File: src/rtl/uart_fifo_ctl_if.sv
// Wishbone bus bundle between an SoC master and the uart_fifo_ctl register block.
interface uart_fifo_ctl_if;
   logic        wb_cyc;
   logic        wb_stb;
   logic        wb_we;
   logic        wb_ack;
   logic [23:0] wb_adr;
   logic [15:0] wb_i_dat;
   logic [15:0] wb_o_dat;

   modport master (
      output wb_cyc, wb_stb, wb_we, wb_adr, wb_i_dat,
      input  wb_ack, wb_o_dat
   );

   modport slave (
      input  wb_cyc, wb_stb, wb_we, wb_adr, wb_i_dat,
      output wb_ack, wb_o_dat
   );
endinterface

File: src/rtl/uart_fifo_ctl.sv
// Wishbone UART: programmable baud tick, RX/TX FIFOs, optional parity, sticky error flags
// and a maskable level interrupt, all in the i_clk domain.
module uart_fifo_ctl #(
   parameter int unsigned CLOCK_FREQ   = 25_000_000,
   parameter int unsigned BAUD_DEFAULT = 115200,
   parameter int unsigned OVERSAMPLE   = 16,
   parameter int unsigned FIFO_LOG     = 3
) (
   input  logic           i_clk,
   input  logic           i_rst,
   input  logic           rx,
   output logic           tx,
   uart_fifo_ctl_if.slave wb,
   output logic           irq
);
   localparam int unsigned Depth = 2 ** FIFO_LOG;
   localparam int unsigned OsW   = $clog2(OVERSAMPLE);
   localparam logic [OsW-1:0] OsLast = OsW'(OVERSAMPLE - 1);
   localparam logic [OsW-1:0] OsHalf = OsW'(OVERSAMPLE / 2 - 1);
   localparam logic [OsW-1:0] OsOne  = OsW'(1);
   localparam logic [FIFO_LOG:0] PtrOne = (FIFO_LOG + 1)'(1);
   localparam logic [15:0] DivDefault = 16'(CLOCK_FREQ / (BAUD_DEFAULT * OVERSAMPLE) - 1);

   typedef enum logic [2:0] {RxIdle, RxStart, RxData, RxParity, RxStop} rx_state_e;
   typedef enum logic [2:0] {TxIdle, TxStart, TxData, TxParity, TxStop} tx_state_e;

   // ---------------------------------------------------------------- bus decode
   logic bus_req, bus_wr, bus_rd;
   logic sel_status, sel_rxdata, sel_txdata, sel_ctrl, sel_div;

   assign bus_req    = wb.wb_cyc & wb.wb_stb;
   assign bus_wr     = bus_req & wb.wb_we;
   assign bus_rd     = bus_req & ~wb.wb_we;
   assign wb.wb_ack  = bus_req;
   assign sel_status = (wb.wb_adr == 24'd0);
   assign sel_rxdata = (wb.wb_adr == 24'd1);
   assign sel_txdata = (wb.wb_adr == 24'd2);
   assign sel_ctrl   = (wb.wb_adr == 24'd3);
   assign sel_div    = (wb.wb_adr == 24'd4);

   // ---------------------------------------------------------------- CTRL / DIV
   logic [4:0]  ctrl_q;
   logic [15:0] div_q;
   logic        rx_irq_en, tx_irq_en, par_en, par_odd, two_stop;

   assign rx_irq_en = ctrl_q[0];
   assign tx_irq_en = ctrl_q[1];
   assign par_en    = ctrl_q[3] ^ ctrl_q[2];
   assign par_odd   = ctrl_q[3];
   assign two_stop  = ctrl_q[4];

   always_ff @(posedge i_clk or posedge i_rst) begin
      if (i_rst) begin
         ctrl_q <= '0;
         div_q  <= DivDefault;
      end else begin
         if (bus_wr && sel_ctrl) ctrl_q <= wb.wb_i_dat[4:0];
         if (bus_wr && sel_div)  div_q  <= wb.wb_i_dat;
      end
   end

   // ---------------------------------------------------------------- tick generator
   logic [15:0] tick_cnt_q;
   logic        os_tick;

   // >= keeps the counter bounded if it ever sits above a freshly lowered divisor
   assign os_tick = (tick_cnt_q >= div_q);

   always_ff @(posedge i_clk or posedge i_rst) begin
      if (i_rst)                   tick_cnt_q <= '0;
      else if (bus_wr && sel_div)  tick_cnt_q <= '0;
      else if (os_tick)            tick_cnt_q <= '0;
      else                         tick_cnt_q <= tick_cnt_q + 16'd1;
   end

   // ---------------------------------------------------------------- RX FIFO
   logic [7:0]        rx_mem [Depth];
   logic [FIFO_LOG:0] rx_wptr_q, rx_rptr_q;
   logic              rx_empty, rx_full, rx_push, rx_pop, rx_avail;
   logic [7:0]        rx_head, rx_shift_q;

   assign rx_empty = (rx_wptr_q == rx_rptr_q);
   assign rx_full  = (rx_wptr_q[FIFO_LOG-1:0] == rx_rptr_q[FIFO_LOG-1:0]) &&
                     (rx_wptr_q[FIFO_LOG] != rx_rptr_q[FIFO_LOG]);
   assign rx_avail = ~rx_empty;
   assign rx_head  = rx_mem[rx_rptr_q[FIFO_LOG-1:0]];
   assign rx_pop   = bus_rd & sel_rxdata & rx_avail;

   always_ff @(posedge i_clk) begin
      if (rx_push) rx_mem[rx_wptr_q[FIFO_LOG-1:0]] <= rx_shift_q;
   end

   always_ff @(posedge i_clk or posedge i_rst) begin
      if (i_rst) begin
         rx_wptr_q <= '0;
         rx_rptr_q <= '0;
      end else begin
         if (rx_push) rx_wptr_q <= rx_wptr_q + PtrOne;
         if (rx_pop)  rx_rptr_q <= rx_rptr_q + PtrOne;
      end
   end

   // ---------------------------------------------------------------- TX FIFO
   logic [7:0]        tx_mem [Depth];
   logic [FIFO_LOG:0] tx_wptr_q, tx_rptr_q;
   logic              tx_empty, tx_full, tx_push, tx_pop;
   logic [7:0]        tx_head;

   assign tx_empty = (tx_wptr_q == tx_rptr_q);
   assign tx_full  = (tx_wptr_q[FIFO_LOG-1:0] == tx_rptr_q[FIFO_LOG-1:0]) &&
                     (tx_wptr_q[FIFO_LOG] != tx_rptr_q[FIFO_LOG]);
   assign tx_head  = tx_mem[tx_rptr_q[FIFO_LOG-1:0]];
   assign tx_push  = bus_wr & sel_txdata & ~tx_full;

   always_ff @(posedge i_clk) begin
      if (tx_push) tx_mem[tx_wptr_q[FIFO_LOG-1:0]] <= wb.wb_i_dat[7:0];
   end

   always_ff @(posedge i_clk or posedge i_rst) begin
      if (i_rst) begin
         tx_wptr_q <= '0;
         tx_rptr_q <= '0;
      end else begin
         if (tx_push) tx_wptr_q <= tx_wptr_q + PtrOne;
         if (tx_pop)  tx_rptr_q <= tx_rptr_q + PtrOne;
      end
   end

   // ---------------------------------------------------------------- RX path
   logic      rx_meta_q, rx_sync_q;
   rx_state_e rx_state_q, rx_state_d;
   logic [OsW-1:0] rx_cnt_q, rx_cnt_d;
   logic [2:0] rx_bit_q, rx_bit_d;
   logic [7:0] rx_shift_d;
   logic       rx_perr_q, rx_perr_d;
   logic       rx_done, set_frame_err, set_overrun, set_parity_err;

   always_ff @(posedge i_clk or posedge i_rst) begin
      if (i_rst) begin
         rx_meta_q <= 1'b1;
         rx_sync_q <= 1'b1;
      end else begin
         rx_meta_q <= rx;
         rx_sync_q <= rx_meta_q;
      end
   end

   always_comb begin
      rx_state_d    = rx_state_q;
      rx_cnt_d      = rx_cnt_q;
      rx_bit_d      = rx_bit_q;
      rx_shift_d    = rx_shift_q;
      rx_perr_d     = rx_perr_q;
      rx_done       = 1'b0;
      set_frame_err = 1'b0;
      unique case (rx_state_q)
         RxIdle: begin
            if (os_tick && !rx_sync_q) begin
               rx_state_d = RxStart;
               rx_cnt_d   = '0;
            end
         end
         RxStart: begin
            if (os_tick) begin
               if (rx_cnt_q == OsHalf) begin
                  rx_cnt_d   = '0;
                  rx_bit_d   = '0;
                  rx_perr_d  = 1'b0;
                  rx_state_d = rx_sync_q ? RxIdle : RxData;
               end else begin
                  rx_cnt_d = rx_cnt_q + OsOne;
               end
            end
         end
         RxData: begin
            if (os_tick) begin
               if (rx_cnt_q == OsLast) begin
                  rx_cnt_d   = '0;
                  rx_shift_d = {rx_sync_q, rx_shift_q[7:1]};
                  rx_bit_d   = rx_bit_q + 3'd1;
                  if (rx_bit_q == 3'd7) rx_state_d = par_en ? RxParity : RxStop;
               end else begin
                  rx_cnt_d = rx_cnt_q + OsOne;
               end
            end
         end
         RxParity: begin
            if (os_tick) begin
               if (rx_cnt_q == OsLast) begin
                  rx_cnt_d   = '0;
                  rx_perr_d  = (rx_sync_q != (^rx_shift_q ^ par_odd));
                  rx_state_d = RxStop;
               end else begin
                  rx_cnt_d = rx_cnt_q + OsOne;
               end
            end
         end
         RxStop: begin
            if (os_tick) begin
               if (rx_cnt_q == OsLast) begin
                  rx_cnt_d      = '0;
                  rx_state_d    = RxIdle;
                  rx_done       = rx_sync_q;
                  set_frame_err = ~rx_sync_q;
               end else begin
                  rx_cnt_d = rx_cnt_q + OsOne;
               end
            end
         end
         default: rx_state_d = RxIdle;
      endcase
   end

   assign rx_push        = rx_done & ~rx_full;
   assign set_overrun    = rx_done & rx_full;
   assign set_parity_err = rx_done & rx_perr_q;

   always_ff @(posedge i_clk or posedge i_rst) begin
      if (i_rst) begin
         rx_state_q <= RxIdle;
         rx_cnt_q   <= '0;
         rx_bit_q   <= '0;
         rx_shift_q <= '0;
         rx_perr_q  <= 1'b0;
      end else begin
         rx_state_q <= rx_state_d;
         rx_cnt_q   <= rx_cnt_d;
         rx_bit_q   <= rx_bit_d;
         rx_shift_q <= rx_shift_d;
         rx_perr_q  <= rx_perr_d;
      end
   end

   // ---------------------------------------------------------------- TX path
   tx_state_e tx_state_q, tx_state_d;
   logic [OsW-1:0] tx_cnt_q, tx_cnt_d;
   logic [2:0] tx_bit_q, tx_bit_d, tx_bit_nxt;
   logic [7:0] tx_byte_q, tx_byte_d;
   logic       tx_q, tx_d, tx_idle;

   assign tx_bit_nxt = tx_bit_q + 3'd1;
   assign tx_idle    = tx_empty & (tx_state_q == TxIdle);

   always_comb begin
      tx_state_d = tx_state_q;
      tx_cnt_d   = tx_cnt_q;
      tx_bit_d   = tx_bit_q;
      tx_byte_d  = tx_byte_q;
      tx_d       = tx_q;
      tx_pop     = 1'b0;
      unique case (tx_state_q)
         TxIdle: begin
            tx_d = 1'b1;
            // Leave IDLE on a tick so the start bit spans exactly OVERSAMPLE ticks
            if (os_tick && !tx_empty) begin
               tx_pop     = 1'b1;
               tx_byte_d  = tx_head;
               tx_cnt_d   = '0;
               tx_state_d = TxStart;
               tx_d       = 1'b0;
            end
         end
         TxStart: begin
            if (os_tick) begin
               if (tx_cnt_q == OsLast) begin
                  tx_cnt_d   = '0;
                  tx_bit_d   = '0;
                  tx_state_d = TxData;
                  tx_d       = tx_byte_q[0];
               end else begin
                  tx_cnt_d = tx_cnt_q + OsOne;
               end
            end
         end
         TxData: begin
            if (os_tick) begin
               if (tx_cnt_q == OsLast) begin
                  tx_cnt_d = '0;
                  if (tx_bit_q == 3'd7) begin
                     tx_bit_d = '0;
                     if (par_en) begin
                        tx_state_d = TxParity;
                        tx_d       = ^tx_byte_q ^ par_odd;
                     end else begin
                        tx_state_d = TxStop;
                        tx_d       = 1'b1;
                     end
                  end else begin
                     tx_bit_d = tx_bit_nxt;
                     tx_d     = tx_byte_q[tx_bit_nxt];
                  end
               end else begin
                  tx_cnt_d = tx_cnt_q + OsOne;
               end
            end
         end
         TxParity: begin
            if (os_tick) begin
               if (tx_cnt_q == OsLast) begin
                  tx_cnt_d   = '0;
                  tx_bit_d   = '0;
                  tx_state_d = TxStop;
                  tx_d       = 1'b1;
               end else begin
                  tx_cnt_d = tx_cnt_q + OsOne;
               end
            end
         end
         TxStop: begin
            tx_d = 1'b1;
            if (os_tick) begin
               if (tx_cnt_q == OsLast) begin
                  tx_cnt_d = '0;
                  if (two_stop && tx_bit_q == 3'd0) tx_bit_d   = 3'd1;
                  else                              tx_state_d = TxIdle;
               end else begin
                  tx_cnt_d = tx_cnt_q + OsOne;
               end
            end
         end
         default: tx_state_d = TxIdle;
      endcase
   end

   always_ff @(posedge i_clk or posedge i_rst) begin
      if (i_rst) begin
         tx_state_q <= TxIdle;
         tx_cnt_q   <= '0;
         tx_bit_q   <= '0;
         tx_byte_q  <= '0;
         tx_q       <= 1'b1;
      end else begin
         tx_state_q <= tx_state_d;
         tx_cnt_q   <= tx_cnt_d;
         tx_bit_q   <= tx_bit_d;
         tx_byte_q  <= tx_byte_d;
         tx_q       <= tx_d;
      end
   end

   assign tx = tx_q;

   // ---------------------------------------------------------------- status, irq
   logic overrun_q, frame_err_q, parity_err_q, irq_q, status_wr;

   assign status_wr = bus_wr & sel_status;

   // A new error event wins over a same-cycle software clear
   always_ff @(posedge i_clk or posedge i_rst) begin
      if (i_rst) begin
         overrun_q    <= 1'b0;
         frame_err_q  <= 1'b0;
         parity_err_q <= 1'b0;
         irq_q        <= 1'b0;
      end else begin
         if (set_overrun)                          overrun_q    <= 1'b1;
         else if (status_wr && wb.wb_i_dat[3])     overrun_q    <= 1'b0;
         if (set_frame_err)                        frame_err_q  <= 1'b1;
         else if (status_wr && wb.wb_i_dat[4])     frame_err_q  <= 1'b0;
         if (set_parity_err)                       parity_err_q <= 1'b1;
         else if (status_wr && wb.wb_i_dat[5])     parity_err_q <= 1'b0;
         irq_q <= (rx_irq_en & rx_avail) | (tx_irq_en & tx_idle);
      end
   end

   assign irq = irq_q;

   logic [15:0] rd_data;

   always_comb begin
      rd_data = '0;
      if (sel_status) begin
         rd_data = {10'b0, parity_err_q, frame_err_q, overrun_q, tx_idle, ~tx_full, rx_avail};
      end else if (sel_rxdata) begin
         rd_data = rx_avail ? {8'b0, rx_head} : 16'h0000;
      end else if (sel_ctrl) begin
         rd_data = {11'b0, ctrl_q};
      end else if (sel_div) begin
         rd_data = div_q;
      end
   end

   assign wb.wb_o_dat = rd_data;
endmodule

File: src/flat_wrapper.sv
// flat-port wrapper written by rule: the top's interface ports become plain ports
module uart_fifo_ctl_flat 
#(
   parameter int unsigned CLOCK_FREQ   = 25_000_000,
   parameter int unsigned BAUD_DEFAULT = 115200,
   parameter int unsigned OVERSAMPLE   = 16,
   parameter int unsigned FIFO_LOG     = 3
)
  (i_clk, i_rst, rx, tx, irq, wb_wb_cyc, wb_wb_stb, wb_wb_we, wb_wb_adr, wb_wb_i_dat, wb_wb_ack, wb_wb_o_dat);
  uart_fifo_ctl_if wb_i ();
  input  logic i_clk;
  input  logic i_rst;
  input  logic rx;
  output logic tx;
  output logic irq;
  input wire logic [$bits(wb_i.wb_cyc)-1:0] wb_wb_cyc;
  input wire logic [$bits(wb_i.wb_stb)-1:0] wb_wb_stb;
  input wire logic [$bits(wb_i.wb_we)-1:0] wb_wb_we;
  input wire logic [$bits(wb_i.wb_adr)-1:0] wb_wb_adr;
  input wire logic [$bits(wb_i.wb_i_dat)-1:0] wb_wb_i_dat;
  output wire logic [$bits(wb_i.wb_ack)-1:0] wb_wb_ack;
  output wire logic [$bits(wb_i.wb_o_dat)-1:0] wb_wb_o_dat;
  assign wb_i.wb_cyc = wb_wb_cyc;
  assign wb_i.wb_stb = wb_wb_stb;
  assign wb_i.wb_we = wb_wb_we;
  assign wb_i.wb_adr = wb_wb_adr;
  assign wb_i.wb_i_dat = wb_wb_i_dat;
  assign wb_wb_ack = wb_i.wb_ack;
  assign wb_wb_o_dat = wb_i.wb_o_dat;
  uart_fifo_ctl #(.CLOCK_FREQ(CLOCK_FREQ), .BAUD_DEFAULT(BAUD_DEFAULT), .OVERSAMPLE(OVERSAMPLE), .FIFO_LOG(FIFO_LOG)) u_core (.i_clk(i_clk), .i_rst(i_rst), .rx(rx), .tx(tx), .wb(wb_i), .irq(irq));
endmodule
File: config.mk
export PLATFORM = sky130hd
export DESIGN_NAME = uart_fifo_ctl_flat
export DESIGN_NICKNAME = d
export VERILOG_FILES = /design/src/rtl/uart_fifo_ctl_if.sv /design/src/rtl/uart_fifo_ctl.sv /design/src/flat_wrapper.sv
export SDC_FILE = /design/constraint.sdc
export NUM_CORES = 1
export LEC_CHECK = 0
export BUFFER_PORTS_ARGS = -buffer_cell sky130_fd_sc_hd__buf_2
export CAP_MARGIN = 20
export CORE_UTILIZATION = 55
export DETAILED_ROUTE_END_ITERATION = 10
export GPL_TIMING_DRIVEN = 0
export PLACE_DENSITY = 0.8
export SLEW_MARGIN = 20
export SYNTH_ARGS = -nofsm -noshare
export SYNTH_HDL_FRONTEND = slang
export SYNTH_SLANG_ARGS = --single-unit
File: constraint.sdc
create_clock -name i_clk -period 3.7 [get_ports i_clk]
set_clock_uncertainty 0.05 [all_clocks]
set_input_delay 0.925 -clock i_clk [delete_from_list [all_inputs] [get_ports i_clk]]
set_output_delay 0.925 -clock i_clk [all_outputs]
set_load 0.02 [all_outputs]
-- Yosys cells after proc, flatten, opt, wreduce, memory -nomap -nowiden
Memories as Yosys holds them, arrays and structs flattened. A register that Yosys moved wholly into a read port is not among the register bits.
Index checks and enable logic that the tools add are counted.
- logic and storage cells: 239
- RAM bits: 128
- bits in registers: 89
- memories kept: 2
- output and inout port bits: 19
- memory list (memory ; words ; bits a word ; read ports ; clocked after memory_dff ; write ports ; RTL line ; source):
    u_core.rx_mem ; 8 ; 8 ; 1 ; 0 ; 1 ; uart_fifo_ctl.sv:77 ; logic [7:0] rx_mem [Depth];
    u_core.tx_mem ; 8 ; 8 ; 1 ; 1 ; 1 ; uart_fifo_ctl.sv:104 ; logic [7:0] tx_mem [Depth];
- order comparisons: 2
- mux-type cells: 91
- $add $sub $neg: 9
- bitwise gates (word level): 23
- equality and inequality tests: 50
- reduce and logical (&&, ||, !) cells: 40
- operators by type and width (kind ; count):
    2-to-1 mux 3 bit ; 34
    2-to-1 mux 16 bit ; 6
    == test 24 x 2 -> 1 bit (second input constant) ; 2
    != test 2 x 1 -> 1 bit (second input constant) ; 24
    2-to-1 mux 1 bit ; 32
    2-to-1 mux 4 bit ; 8
    case mux 3 bit (5 select lines) ; 2
    adder 4 x 1 -> 4 bit (second input constant) ; 6
    == test 24 x 1 -> 1 bit (second input constant) ; 1
    == test 24 x 3 -> 1 bit (second input constant) ; 1
    logical NOT 24 bit ; 1
    adder 16 x 1 -> 16 bit (second input constant) ; 1
    >= comparator 16 bit ; 1
    XOR reduction 8 bit ; 2
    AND 1 bit ; 14
    == test 3 x 2 -> 1 bit (second input constant) ; 4
    == test 3 bit (second input constant) ; 4
    case mux 4 bit (3 select lines) ; 1
    nonzero test 2 bit ; 6
    AND reduction 11 bit ; 1
    logical AND 1 bit ; 10
    AND reduction 10 bit ; 1
    AND reduction 5 bit ; 2
    logical NOT 3 bit ; 3
    31 further kinds ; 48

-- Logic depth before layout (Yosys ltp)
Gate-level depths: netlist (run 1).
- depth in word-level cells: 7
- gate-level depth with buffers: 11

-- Worst setup path before layout (run 1)
No wires, ideal clock.
- kind: input -> output
- start: input port wb_wb_adr[3]
- end: output port wb_wb_o_dat[1]
- path slack: 44 ps
- arrival: 2681 ps
- data required time: 2725 ps
- stages: 6
- path buffers: 1
- cell sequence: nor4_1 nand4_1 clkbuf_1 nor3_1 a222oi_1 mux2i_1
- cells in the longest elaborated chain, start to end: 5
- RTL lines (item ; RTL line ; source):
    start: declaration ; flat_wrapper.sv:19 ; input wire logic [$bits(wb_i.wb_adr)-1:0] wb_wb_adr;
    == test 24 x 3 -> 1 bit ; uart_fifo_ctl.sv:39 ; assign sel_div = (wb.wb_adr == 24'd4);
    2-to-1 mux 16 bit ; uart_fifo_ctl.sv:378 ; end else if (sel_div) begin
    2-to-1 mux 16 bit ; uart_fifo_ctl.sv:376 ; end else if (sel_ctrl) begin
    2-to-1 mux 16 bit ; uart_fifo_ctl.sv:374 ; end else if (sel_rxdata) begin
    2-to-1 mux 16 bit (*) ; uart_fifo_ctl.sv:372 ; if (sel_status) begin
    end: declaration ; flat_wrapper.sv:22 ; output wire logic [$bits(wb_i.wb_o_dat)-1:0] wb_wb_o_dat;
Every way passes the cells marked *; elsewhere a longest branch is shown, timed or not.

-- Final worst setup path (run 1)
- start: input port wb_wb_adr[22]
- end: output port wb_wb_o_dat[0]
Same word-level chain as after synthesis.

==> results of run 1 <==
-- per-layer routing --
layer  vias to the layer above  part of all wire [%]  track usage, %  routed length, um
met3                        74                   7.6           3.940               1947
met1                      3656                    41           34.54              10470
met4                         0                   3.4           9.325                879
li1                       3275                     -               -                  -
met2                       369                    48           40.51              12230
met5                         -                     0               0                  0
-- final cells by class --
cell class | instances | area, um^2 | area share (%)
Buffer | 42 | 239.0 | 1.884
Clock buffer | 31 | 656.9 | 5.178
Clock inverter | 13 | 127.6 | 1.006
Inverter | 32 | 125.1 | 0.9862
Multi-Input combinational cell | 508 | 4338 | 34.19
Sequential cell | 225 | 6277 | 49.48
Tap cell | 234 | 292.8 | 2.308
Timing Repair Buffer | 89 | 630.6 | 4.970
-- kinds of logic after synthesis --
logic type	count (synthesis)	synth area share [%]
compound gates	122	7.658
xor+xnor	53	4.391
fa+ha+maj	29	3.409
buf+inv	75	2.994
flops	225	59.38
mux	74	11.31
simple gates	230	10.85
-- flip-flops by register name, summed over array words and instances, names as in the netlist, 5 cells and up --
name,count
u_core.tx_byte_q,8
u_core.tx_mem,64
u_core.tick_cnt_q,16
u_core.ctrl_q,5
u_core.div_q,16
u_core.rx_shift_q,8
u_core.rx_mem,64
-- stage by stage --
step	instances	total power, W	utilization, %	hold slack, ps	TNS [ps]
after floorplan	808	0.002724	-	295.2	0
after global placement	1104	0.002770	59.54	297.3	-148310
after detailed placement	1108	0.002777	60.09	305.2	-21440
after CTS	1161	0.005118	65.52	310.5	-549.0
after global routing	1174	0.005253	67.60	323.8	-4348
final	1174	0.005112	67.60	310.5	-1828
-- final timing paths --
kind / end / depth (start not counted)
worst max register to register: u_core.rx_mem[6][4] / 10
max in group asynchronous: u_core.rx_sync_q / 3
min in group i_clk: u_core.rx_sync_q / 0
worst min register to register: u_core.rx_sync_q / 0
worst min-delay path: u_core.tick_cnt_q[12] / 2
worst max-delay path: wb_wb_o_dat[0] / 10
-- power by group through the flow --
stage / clock network [W] / logic, W / registers [W]
after floorplan: 0 / 0.0000274 / 0.00270
after global placement: 0 / 0.0000735 / 0.00270
after detailed placement: 0 / 0.0000798 / 0.00270
after CTS: 0.00239 / 0.0000809 / 0.00265
after global routing: 0.00251 / 0.0000957 / 0.00265
final: 0.00238 / 0.0000874 / 0.00265
-- cell usage in the layout (no fill, tap or decap), types with 6 or more instances in the layout --
cell	instances
a21oi_1	31
nor2_1	48
mux2i_1	15
o211ai_1	6
xor2_1	16
a31oi_1	7
buf_2	60
nor3_1	10
mux2_2	23
o21ai_0	25
edfxtp_1	128
nor4_1	12
nand2_1	52
buf_6	18
clkbuf_1	23
xnor2_1	37
ha_1	28
clkbuf_16	24
dfrtp_1	92
and3_1	15
nand4_1	14
mux4_2	34
buf_4	26
inv_1	29
nand3_1	24
-- worst max-delay path, stage by stage --
cell       delay (ps)
buf_6             100
nor4_4            260
nand4_1           300
nor3_2            370
buf_4             200
nand4b_1          110
buf_6             170
a2bb2oi_2         170
a31oi_4           230
buf_6             150
-- timing repair --
| item | in CTS | in global routing |
|---|---|---|
| endpoints found under the setup margin | 40 | 65 |
| hold endpoints to repair | 0 | 0 |
| gates resized for setup | 39 | 57 |
| setup buffers | 9 | 14 |
| pin swaps | 7 | 17 |
==> impl_metrics.py, run 1 <==
metrics = {
    "floorplanning": {
        "start_util_pct": 56.33,
        "die_x_um": 140.6,
        "die_area_um2": 19780,
        "core-area_um2": 18770,
        "die_h_um": 140.6,
        "rows": 50,
        "ios": 65,
    },
    "place": {
        "pre_cts_slack_ps": -665.9,
        "placed_area_um2": 11280,
        "io_buffers": 62,
        "gp_congestion": 0.9473,
        "place_hpwl_um": 15950,
    },
    "power": {
        "p_int_w": 0.004069,
        "pwr-share-comb_pct": 1.7,
        "p_sw_share_pct": 20.41,
        "pwr-share-clk_pct": 46.5,
        "peakVddDrop_uv": 350.3,
        "power_frac_seq_pct": 51.8,
        "p_per_area_nw_per_um2": 402.9,
        "power.leakage_nw": 4.879,
        "power.switching_w": 0.001043,
    },
    "outcome": {
        "failed_checks": "negative setup slack",
        "status": "finished, violations left",
    },
    "detailed_routing": {
        "drt_iter0_drc": 835,
        "drc": 0,
        "routed_via_density": 6.281,
        "vias": 7374,
        "wl_um": 25530,
        "wire_per_inst_um": 21.75,
        "ant_nets": 0,
        "drtPass1Iterations": 6,
    },
    "setup_path": {
        "reg2reg_from": "u_core.div_q[2]",
        "startpoint": "wb_wb_adr[22]",
        "worst_setup_path_end_kind": "output pin",
        "worst-path-max-fanout": 5,
        "critPathArrivalTime_ps": 3000,
        "cp.required_ps": 2720,
        "startpoint_type": "primary input",
        "r2r_slack_ps": 30,
        "critPathKind": "in -> out",
    },
    "synth": {
        "synth-seq-cells": 225,
        "synthTopCellsByArea": "edfxtp_1 36%, dfrtp_1 22%, mux4_2 7.2%",
        "yosys.area.top_type_share_pct": 36.36,
        "avgSynthCellArea_um2": 13.08,
        "ys_top_cells_by_count": "128 x edfxtp_1, 92 x dfrtp_1, 56 x nor2_1",
        "ys_seq_area_share_pct": 59.38,
        "yosysWarnings": 0,
        "synthCells": 808,
        "synth_edf_count": 128,
        "synth_most_common_cell": "edfxtp_1",
        "synth_top_area_cell": "edfxtp_1",
        "synthDistinctLibCells": 64,
        "synth_fp_nets": 882,
        "ys.flop_type": "edfxtp_1",
        "async_flop_share_pct": 43.11,
        "syn_area_um2": 10570,
    },
    "sta": {
        "setup_viol": 24,
        "period_share_pct": 107.4,
        "rsz0062_at_grt": "yes",
        "maxClockFrequency_mhz": 251.7,
        "min_period_ps": 3973,
        "drv_slew": 0,
        "final-hold-violation-count": 0,
        "final.setup.worst_slack_ps": -273.3,
        "tightest_slew_ps": 916.5,
        "slew_headroom_pct": 38.33,
    },
    "final_layout": {
        "fin_area_um2": 12690,
        "antenna_cells": 0,
        "final_nets": 996,
        "drive_gt1_share_pct": 27.23,
        "synthToLayoutAreaGrowth_pct": 20.01,
        "nFillCells": 1244,
    },
    "grt": {
        "grt_pass1_wl_um": 38050,
        "track_usage_pct": 25.02,
        "antenna_found_initial": 0,
        "overflow": 0,
        "grt_max_degree": 70,
        "grt_pass1_vias": 7061,
    },
    "clocking": {
        "ctsHoldBuffers": 0,
        "cts_buffer_depth": 3,
        "cts_tree": "built",
        "clockRootBuffer": "clkbuf_16",
        "cts.clk_slew.worst_paths_ps": 60,
        "clock_latency_ps": 530,
        "numCtsBuffers": 24,
        "cts_sinks": 225,
        "htree_levels": 1,
    },
    "hold_path": {
        "hold_class": "in -> async",
    },
    "run": {
        "drv_cap": 0,
    },
}
Power figures use the tool's default switching activity.
==> run 2: changes to the inputs <==
--- a/config.mk
+++ b/config.mk
@@ -10,7 +10,7 @@
 export CORE_UTILIZATION = 55
 export DETAILED_ROUTE_END_ITERATION = 10
 export GPL_TIMING_DRIVEN = 0
-export PLACE_DENSITY = 0.8
+export PLACE_DENSITY = 0.77
 export SLEW_MARGIN = 20
 export SYNTH_ARGS = -nofsm -noshare
 export SYNTH_HDL_FRONTEND = slang
==> constraint.sdc (replaced) <==
create_clock -name i_clk -period 4.4 [get_ports i_clk]
set_clock_uncertainty 0.05 [all_clocks]
set_input_delay 1.1 -clock i_clk [delete_from_list [all_inputs] [get_ports i_clk]]
set_output_delay 1.1 -clock i_clk [all_outputs]
set_load 0.1 [all_outputs]
==> impl_metrics.py, run 2 (synthesis results as in run 1) <==
metrics = {
    "final_layout": {
        "synthToLayoutAreaGrowth_pct": 17.28,
        "final_nets": 983,
        "final_common_cell": "edfxtp_1",
        "drive_gt1_share_pct": 24.95,
        "antenna_cells": 0,
        "fin_util_pct": 66.06,
        "mostFrequentLayoutCells": "128 x edfxtp_1, 92 x dfrtp_1, 68 x buf_2, 56 x nor2_1, 52 x nand2_1",
        "nFillCells": 1353,
    },
    "setup_path": {
        "startpoint_type": "primary input",
        "critPathKind": "in -> out",
        "critPathArrivalTime_ps": 3320,
        "cp_cell_sequence": "buf_2 -> nor4_2 -> nand4_1 -> nor3_2 -> buf_4 -> nand4b_1 -> buf_4 -> a2bb2oi_1 -> a31oi_4 -> buf_12",
        "worst_setup_path_end_kind": "output pin",
        "max_stage_delay_ps": 390,
        "cp_slowest_cell": "nor3_2",
        "worst-path-max-fanout": 8,
        "cp.required_ps": 3250,
        "crit_top_cell": "buf_4",
    },
    "clocking": {
        "numCtsBuffers": 23,
        "clock_latency_ps": 510,
        "cts_sinks": 225,
        "cts_buffer_depth": 3,
        "cts.clk_slew.worst_paths_ps": 60,
        "htree_levels": 1,
        "clockRootBuffer": "clkbuf_16",
        "cts_tree": "built",
    },
    "sta": {
        "min_period_ps": 4474,
        "maxClockFrequency_mhz": 223.5,
        "final.setup.worst_slack_ps": -74.24,
        "final-hold-violation-count": 0,
        "rsz0062_at_grt": "yes",
        "period_share_pct": 101.7,
        "drv_slew": 0,
        "setup_viol": 7,
        "slew_headroom_pct": 34.65,
        "tightest_slew_ps": 972.8,
    },
    "power": {
        "power.leakage_nw": 4.768,
        "power_w": 0.004278,
        "p_per_area_nw_per_um2": 345.1,
        "peakVddDrop_uv": 375.2,
    },
    "outcome": {
        "status": "finished, violations left",
        "failed_checks": "negative setup slack",
    },
    "grt": {
        "antenna_found_initial": 0,
        "overflow": 0,
        "grt_pass1_vias": 6850,
        "track_usage_pct": 24.83,
        "grt_max_degree": 56,
        "grt_pass1_wl_um": 37520,
    },
    "floorplanning": {
        "core-area_um2": 18770,
        "rows": 50,
        "ios": 65,
        "die_x_um": 140.6,
        "start_util_pct": 56.33,
        "die_h_um": 140.6,
        "die_area_um2": 19780,
    },
    "run": {
        "drv_cap": 0,
    },
    "detailed_routing": {
        "wire_per_inst_um": 20.82,
        "wl_um": 24150,
        "drtPass1Iterations": 6,
        "routed_via_density": 6.109,
        "ant_nets": 0,
        "drt_iter0_drc": 475,
        "drc": 0,
        "vias": 7086,
    },
    "place": {
        "place_hpwl_um": 16120,
        "gp_congestion": 0.8991,
        "io_buffers": 62,
    },
    "hold_path": {
        "hold_class": "reg -> reg",
    },
}
[run 2: cell types whose count changed in the layout (fill, tap and decap cells not counted), moves of 5 or more]
cell      before  now
buf_6         18    4
buf_4         26   16
buf_2         60   68
nor2_1        48   56
nor4_2         3   11
nor4_1        12    5
clkbuf_1      23   29
nor2_2         5    0
[run 2: where the power goes]
group / total [W] / leakage (nW) / internal [W] / switching, W
logic: 0.0000723 / 2.12 / 0.0000213 / 0.0000510
clock network: 0.00198 / 0.375 / 0.00118 / 0.000802
registers: 0.00223 / 2.27 / 0.00222 / 0.00000175
[run 2: timing repair]
| action | CTS | global route |
|---|---|---|
| hold endpoints to repair | 0 | 0 |
| hold buffers | 0 | 0 |
| buffers inserted | 1 | 8 |
| setup endpoints to repair | 8 | 8 |
| pin swaps | 2 | 3 |
| gates cloned | 0 | 0 |
| resized for setup | 20 | 18 |
[run 2: final cells by class]
cell class | instances | area (um^2) | share of cell area (%)
Multi-Input combinational cell | 508 | 4232 | 34.13
Timing Repair Buffer | 76 | 505.5 | 4.077
Inverter | 32 | 125.1 | 1.009
Tap cell | 234 | 292.8 | 2.361
Clock buffer | 31 | 625.6 | 5.046
Sequential cell | 225 | 6277 | 50.63
Buffer | 43 | 203.9 | 1.645
Clock inverter | 11 | 136.4 | 1.100
[run 2: per-layer routing]
| metal | share of wire, % | vias to the layer above | GRT usage (%) |
|---|---|---|---|
| met4 | 2.6 | 0 | 7.838 |
| met1 | 43 | 3549 | 35.94 |
| met3 | 6.4 | 45 | 3.431 |
| li1 | - | 3249 | - |
| met5 | 0 | - | 0 |
| met2 | 48 | 243 | 39.33 |
[run 2: worst max-delay path: cells and delay by family]
kind | cells | cell delay, ps
simple gates | 4 | 1070
buf+inv | 4 | 730
compound gates | 2 | 410
[run 2: per-stage QoR]
step                setup TNS, ps  hold WS [ps]  cells  area, um^2  worst slack [ps]
floorplan                   -2425         295.2    808       10710            -303.1
global placement           -80320         296.1   1104       11320            -711.2
detailed placement          -5737         300.9   1109       11420            -722.4
CTS                             0         305.0   1152       12270             2.994
global route                -1180         308.6   1160       12400            -160.1
finish                     -323.0         302.2   1160       12400            -74.24
[run 2: final timing paths]
path	cells past startpoint	slack (ps)	startpoint	end
min in group asynchronous	2	560	i_rst	u_core.div_q[13]
max reg2reg	10	190	u_core.div_q[2]	u_core.rx_mem[3][6]
max in group asynchronous	3	3070	i_rst	u_core.div_q[2]
max	10	-70	wb_wb_adr[12]	wb_wb_o_dat[3]
min reg2reg	0	300	u_core.rx_meta_q	u_core.rx_sync_q
min	0	300	u_core.rx_meta_q	u_core.rx_sync_q
